--- src/rtl/hazard_pkg.sv ---
// hazard_pkg: stage-control encodings and hold FSM state type shared by the hazard controller. Rev 1.0
`default_nettype none

package hazard_pkg;

  localparam logic [1:0] RUN   = 2'b00;
  localparam logic [1:0] STALL = 2'b01;
  localparam logic [1:0] FLUSH = 2'b10;

  typedef enum logic [0:0] {
    IDLE = 1'b0,
    HOLD = 1'b1
  } hold_state_t;

  // Counter width with a 1-bit floor, so a zero-length hold still yields a legal vector.
  function automatic int unsigned cnt_width(input int unsigned n);
    return (n < 1) ? 1 : $clog2(n + 1);
  endfunction

endpackage

`default_nettype wire

--- src/rtl/csr_flush_seq.sv ---
// csr_flush_seq: after a CSR flush pulse, holds the front end for FLUSH_HOLD_CYCLES further cycles. Rev 1.0
`default_nettype none

module csr_flush_seq
  import hazard_pkg::*;
#(
  parameter int unsigned FLUSH_HOLD_CYCLES = 2
) (
  input  logic clk_i,
  input  logic rst_i,
  input  logic csr_flush_i,
  output logic csr_hold_o
);

  localparam int unsigned     CNT_W     = cnt_width(FLUSH_HOLD_CYCLES);
  localparam logic [CNT_W-1:0] HOLD_LOAD = CNT_W'(FLUSH_HOLD_CYCLES);
  localparam logic [CNT_W-1:0] CNT_ONE   = CNT_W'(1);

  hold_state_t      state, state_nxt;
  logic [CNT_W-1:0] cnt, cnt_nxt;

  always_ff @(posedge clk_i) begin
    if (rst_i) begin
      state <= IDLE;
      cnt   <= '0;
    end else begin
      state <= state_nxt;
      cnt   <= cnt_nxt;
    end
  end

  // A new pulse always restarts the count; leaving HOLD coincides with the count reaching zero.
  always_comb begin
    state_nxt = state;
    cnt_nxt   = cnt;
    if (FLUSH_HOLD_CYCLES == 0) begin
      state_nxt = IDLE;
      cnt_nxt   = '0;
    end else if (csr_flush_i) begin
      state_nxt = HOLD;
      cnt_nxt   = HOLD_LOAD;
    end else if (state == HOLD) begin
      if (cnt <= CNT_ONE) begin
        state_nxt = IDLE;
        cnt_nxt   = '0;
      end else begin
        cnt_nxt = cnt - CNT_ONE;
      end
    end
  end

  always_comb begin
    csr_hold_o = !rst_i && (csr_flush_i || (state == HOLD));
  end

endmodule

`default_nettype wire

--- src/rtl/pipeline_hazard_ctrl.sv ---
// pipeline_hazard_ctrl: per-stage stall/flush priority with redirect ack and CSR front-end hold.
// Optional HAZARD_PERF_CNT_EN adds saturating stall-cycle and flush-event counters. Rev 1.0
`default_nettype none

module pipeline_hazard_ctrl
  import hazard_pkg::*;
#(
  parameter int unsigned NUM_STAGES        = 5,
  parameter int unsigned FLUSH_HOLD_CYCLES = 2
) (
  input  logic                    clk_i,
  input  logic                    rst_i,
  input  logic [NUM_STAGES-1:0]   stall_req_i,
  input  logic                    redirect_i,
  input  logic [2:0]              redirect_stage_i,
  input  logic                    csr_flush_i,
  output logic [2*NUM_STAGES-1:0] stage_ctrl_o,
  output logic                    redirect_ack_o,
  output logic                    csr_hold_o
`ifdef HAZARD_PERF_CNT_EN
  ,
  output logic [31:0]             stall_cycles_o,
  output logic [31:0]             flush_events_o
`endif
);

  logic                  any_stall;
  logic [3:0]            stall_top;
  logic [3:0]            redir_idx;
  logic                  redirect_ok;
  logic                  csr_hold;
  logic [NUM_STAGES-1:0] stall_vec;
  logic [NUM_STAGES-1:0] flush_vec;

  csr_flush_seq #(
    .FLUSH_HOLD_CYCLES(FLUSH_HOLD_CYCLES)
  ) u_csr_flush_seq (
    .clk_i      (clk_i),
    .rst_i      (rst_i),
    .csr_flush_i(csr_flush_i),
    .csr_hold_o (csr_hold)
  );

  always_comb begin
    any_stall = |stall_req_i;
    stall_top = '0;
    for (int k = 0; k < NUM_STAGES; k++) begin
      if (stall_req_i[k]) stall_top = 4'(k);
    end
  end

  // A redirect resolving in a stalled stage waits; the source keeps it asserted.
  assign redir_idx   = {1'b0, redirect_stage_i};
  assign redirect_ok = redirect_i && (redir_idx != 4'd0) && (redir_idx < 4'(NUM_STAGES))
                       && !(any_stall && (redir_idx <= stall_top));

  always_comb begin
    stall_vec = '0;
    for (int k = 0; k < NUM_STAGES; k++) begin
      stall_vec[k] = any_stall && (4'(k) <= stall_top);
    end
  end

  always_comb begin
    flush_vec = '0;
    for (int k = 0; k < NUM_STAGES; k++) begin
      flush_vec[k] = ((any_stall && (4'(k) == stall_top + 4'd1))
                      || (redirect_ok && (4'(k) < redir_idx))
                      || ((k == 0) && csr_hold))
                     && !stall_vec[k];
    end
  end

  always_comb begin
    stage_ctrl_o = '0;
    if (!rst_i) begin
      for (int k = 0; k < NUM_STAGES; k++) begin
        stage_ctrl_o[2*k +: 2] = stall_vec[k] ? STALL : (flush_vec[k] ? FLUSH : RUN);
      end
    end
  end

  assign redirect_ack_o = redirect_ok && !rst_i;
  assign csr_hold_o     = csr_hold;

`ifdef HAZARD_PERF_CNT_EN
  logic        csr_prev;
  logic [1:0]  flush_inc;
  logic [32:0] flush_sum;

  assign flush_inc = {1'b0, redirect_ok} + {1'b0, csr_flush_i & ~csr_prev};
  assign flush_sum = {1'b0, flush_events_o} + 33'(flush_inc);

  always_ff @(posedge clk_i) begin
    if (rst_i) begin
      csr_prev       <= 1'b0;
      stall_cycles_o <= '0;
      flush_events_o <= '0;
    end else begin
      csr_prev <= csr_flush_i;
      if (any_stall && (stall_cycles_o != '1)) stall_cycles_o <= stall_cycles_o + 32'd1;
      flush_events_o <= flush_sum[32] ? '1 : flush_sum[31:0];
    end
  end
`endif

endmodule

`default_nettype wire

--- config.mk ---
export PLATFORM = sky130hd
export DESIGN_NAME = pipeline_hazard_ctrl
export DESIGN_NICKNAME = d
export VERILOG_FILES = /design/src/rtl/hazard_pkg.sv /design/src/rtl/csr_flush_seq.sv /design/src/rtl/pipeline_hazard_ctrl.sv
export SDC_FILE = /design/constraint.sdc
export NUM_CORES = 1
export LEC_CHECK = 0
export CAP_MARGIN = 20
export CORE_MARGIN = 2
export CORE_UTILIZATION = 29
export CTS_CLUSTER_SIZE = 24
export DETAILED_ROUTE_END_ITERATION = 6
export GPL_TIMING_DRIVEN = 1
export PLACE_DENSITY_LB_ADDON = 0.3
export SYNTH_ARGS = -nofsm -noshare
export SYNTH_HDL_FRONTEND = slang
export SYNTH_HIERARCHICAL = 1
export SYNTH_SLANG_ARGS = --single-unit
--- constraint.sdc ---
create_clock -name clk_i -period 2 [get_ports clk_i]
set_input_delay 0.4 -clock clk_i [delete_from_list [all_inputs] [get_ports clk_i]]
set_output_delay 0.4 -clock clk_i [all_outputs]
set_load 0.005 [all_outputs]
==> results.yml <==
placement:
  portBuffers: 23
  dpl_worst_slack_ps: -1080
  place_congestion: 0.845
  dp_hpwl_um: 1150
  place_inst: 125
setup_path:
  slowest_stage: "and3b_2"
  path_buf_inv: 3
  slowest_delay_ps: 240
  crit_arrival_ps: 1880
  cp_max_fo: 2
  startpoint_type: "input pin"
  path_cells: "buf_8 -> a21oi_4 -> nor2_4 -> ha_2 -> and3b_2 -> o21a_1 -> buf_6 -> o21ai_4 -> a211oi_2 -> buf_2"
  rr_startpoint: "u_csr_flush_seq/state"
  critical_path.top_delay_family: "compound AO/OA/AOI/OAI gates"
  rrSetupSlack_ps: 1130
  required_ps: 1600
  rr_worst_depth: 3
  end_kind: "primary output"
  crit_type: "in2out"
  r2r_end: "u_csr_flush_seq/cnt[0]"
power:
  total_power_mw: 0.420
  leakage_nw: 0.508
  p_per_area_nw_per_um2: 368
  ir_drop_v: 0.000269
route:
  avgViaCountPerCell: 5.13
  antenna_left: 0
  vias: 708
  routedWlPerCell_um: 15.6
  drcViolationCount: 0
  drtIter0Drc: 9
  wl_um: 2150
  drtPass1Iterations: 4
die:
  die_h_um: 43.7
  die_area_um2: 1910
  rows: 14
  coreArea_um2: 1490
  initial_core_util_pct: 30.7
  pin_count: 24
  die_w_um: 43.7
clock_tree:
  cts_made_buffers: 3
  clock_sinks: 3
  clkTransAtPathRegs_ps: 40
  insertion_delay_ps: 240
  root_buffer: "clkbuf_4"
  cts-htree-levels: 1
  cts.hold.buffers_added: 0
  clockBufferDepth: 2
  cts_tree: "done"
timing:
  rsz0062_at_grt: "yes"
  worst_clock_skew_ps: 0.364
  fmax_ghz: 0.438
  setup_viol: 4
  layout_setup_ws_ps: -283
  hold_violations: 0
  tns_ps: -1000
  relSlewSlack_pct: 79.2
  worst_slew_pin_slew_ps: 310
  period_share_pct: 114
  period_needed_ps: 2280
  finalMaxSlewViolations: 0
  hold_ws_ps: 525
global_route:
  track_usage_pct: 20.8
  grt_pass1_vias: 690
  grt_max_degree: 8
  antenna_found_initial: 0
  grt_pass1_wl_um: 2960
  overflow: 0
cells_and_area:
  multi_input_area_um2: 526
  area_growth_pct: 150
  post_route_cells_drive_above_1_share_pct: 60.7
  regArea_um2: 60.1
  fillers: 96
  final_cell_mix: "28 x buf_4, 8 x nor2_1"
  fin_nets: 139
  antenna_cells: 0
  final_cells: 138
  final_common_cell: "buf_4"
synthesis:
  yosysSeqAreaShare_pct: 13.2
  netlist_instances: 64
  synth_nets: 80
  ys_types: 30
  synth_area_um2: 457
  synth_seq_cells: 3
  ys_warn_count: 6
  avgSynthCellArea_um2: 7.14
worst_hold_path:
  hold_start: "u_csr_flush_seq/cnt[1]"
  min_path_type: "reg2reg"
  min_to: "u_csr_flush_seq/state"
  whs_path_depth: 2
outcome:
  violations: "setup timing"
  status: "complete, but fails checks"
flow_run:
  max_cap_violations: 0
-- through the flow --
step	utilization, %	area [µm²]
6_report	76.6	1140
5_1_grt	76.6	1140
3_5_place_dp	58.8	876
3_3_place_gp	58.8	876
4_1_cts	70.4	1050
2_1_floorplan	-	457
-- worst max path at each step --
stage                     cells after the start              end            from  slack [ps]
final                                        10  stage_ctrl_o[7]  stall_req_i[1]        -280
after global routing                         10  stage_ctrl_o[7]  stall_req_i[1]        -350
after CTS                                    10  stage_ctrl_o[7]  stall_req_i[4]        -150
after detailed placement                     10  stage_ctrl_o[3]  stall_req_i[2]       -1080
after global placement                       10  stage_ctrl_o[3]  stall_req_i[2]       -1030
after floorplan                               7  stage_ctrl_o[3]  stall_req_i[4]          20
-- tightest hold or removal path, stage by stage (launching register included) --
cell and delay, ps:
dfxtp_1 340, a21oi_1 80, nor2_1 70
-- power by group --
part           internal (mW)  leakage [nW]  total [mW]  switching (mW)
registers             0.0633        0.0248      0.0660         0.00269
clock network         0.0750        0.0150       0.110          0.0352
logic                  0.135         0.468       0.244           0.109
total                  0.274         0.508       0.420           0.146
-- per-layer routing --
layer	vias up	track usage (%)	routed length, µm
li1	353	-	-
met1	327	23.7	856
met2	26	35.6	1150
met3	2	7.08	116
met4	0	7.88	27
met5	-	0	0
-- repair_timing --
item | 4_1_cts | 5_1_grt
setup buffers | 6 | 3
endpoints found under the setup margin | 12 | 8
pin swaps | 18 | 13
resized for setup | 79 | 21
-- sequential cells by signal, summed over array words and instances, names as in the netlist --
signal	cells
u_csr_flush_seq/state	1
u_csr_flush_seq/cnt	2
-- synth_stat cells --
master	number	area (µm²)
a21oi_1	7	35.0
nor3_2	1	10.0
a221oi_1	1	8.76
mux2_2	1	11.3
a21o_1	1	7.51
o31ai_1	1	7.51
o21ai_0	1	5.00
nor4_2	2	25.0
nor3b_2	1	12.5
and3b_1	1	8.76
o21ai_2	1	8.76
dfxtp_1	3	60.1
nand2b_1	2	12.5
nand2_1	2	7.51
nand3_1	1	5.00
nor2_1	10	37.5
nand3b_1	1	7.51
a211oi_1	1	7.51
and3_1	1	6.26
xnor2_1	1	8.76
clkbuf_1	1	3.75
o21a_1	2	15.0
nor2b_1	1	6.26
inv_1	6	22.5
o21ai_1	1	5.00
ha_1	4	50.1
a2111oi_2	1	15.0
nor4_1	1	6.26
nor3b_1	2	15.0
nor3_1	5	25.0
-- layout make-up --
class	instances	share of cell area [%]
timing repair buffer	55	42.0
sequential	3	5.26
inverter	6	2.63
clock buffer	4	2.30
tap	16	1.75
multi-input combinational	54	46.1
-- cells by family after synthesis --
group                      after synthesis  synth area share [%]
xor gates and xnor gates                 1                  1.92
muxes                                    1                  2.47
AOI/OAI and AO/OA                       17                  25.2
DFF                                      3                  13.2
buffers and inverters                    7                  5.75
and+or+nand+nor                         31                  40.5
adders and majority gates                4                  11.0
Power figures use the tool's default switching activity.
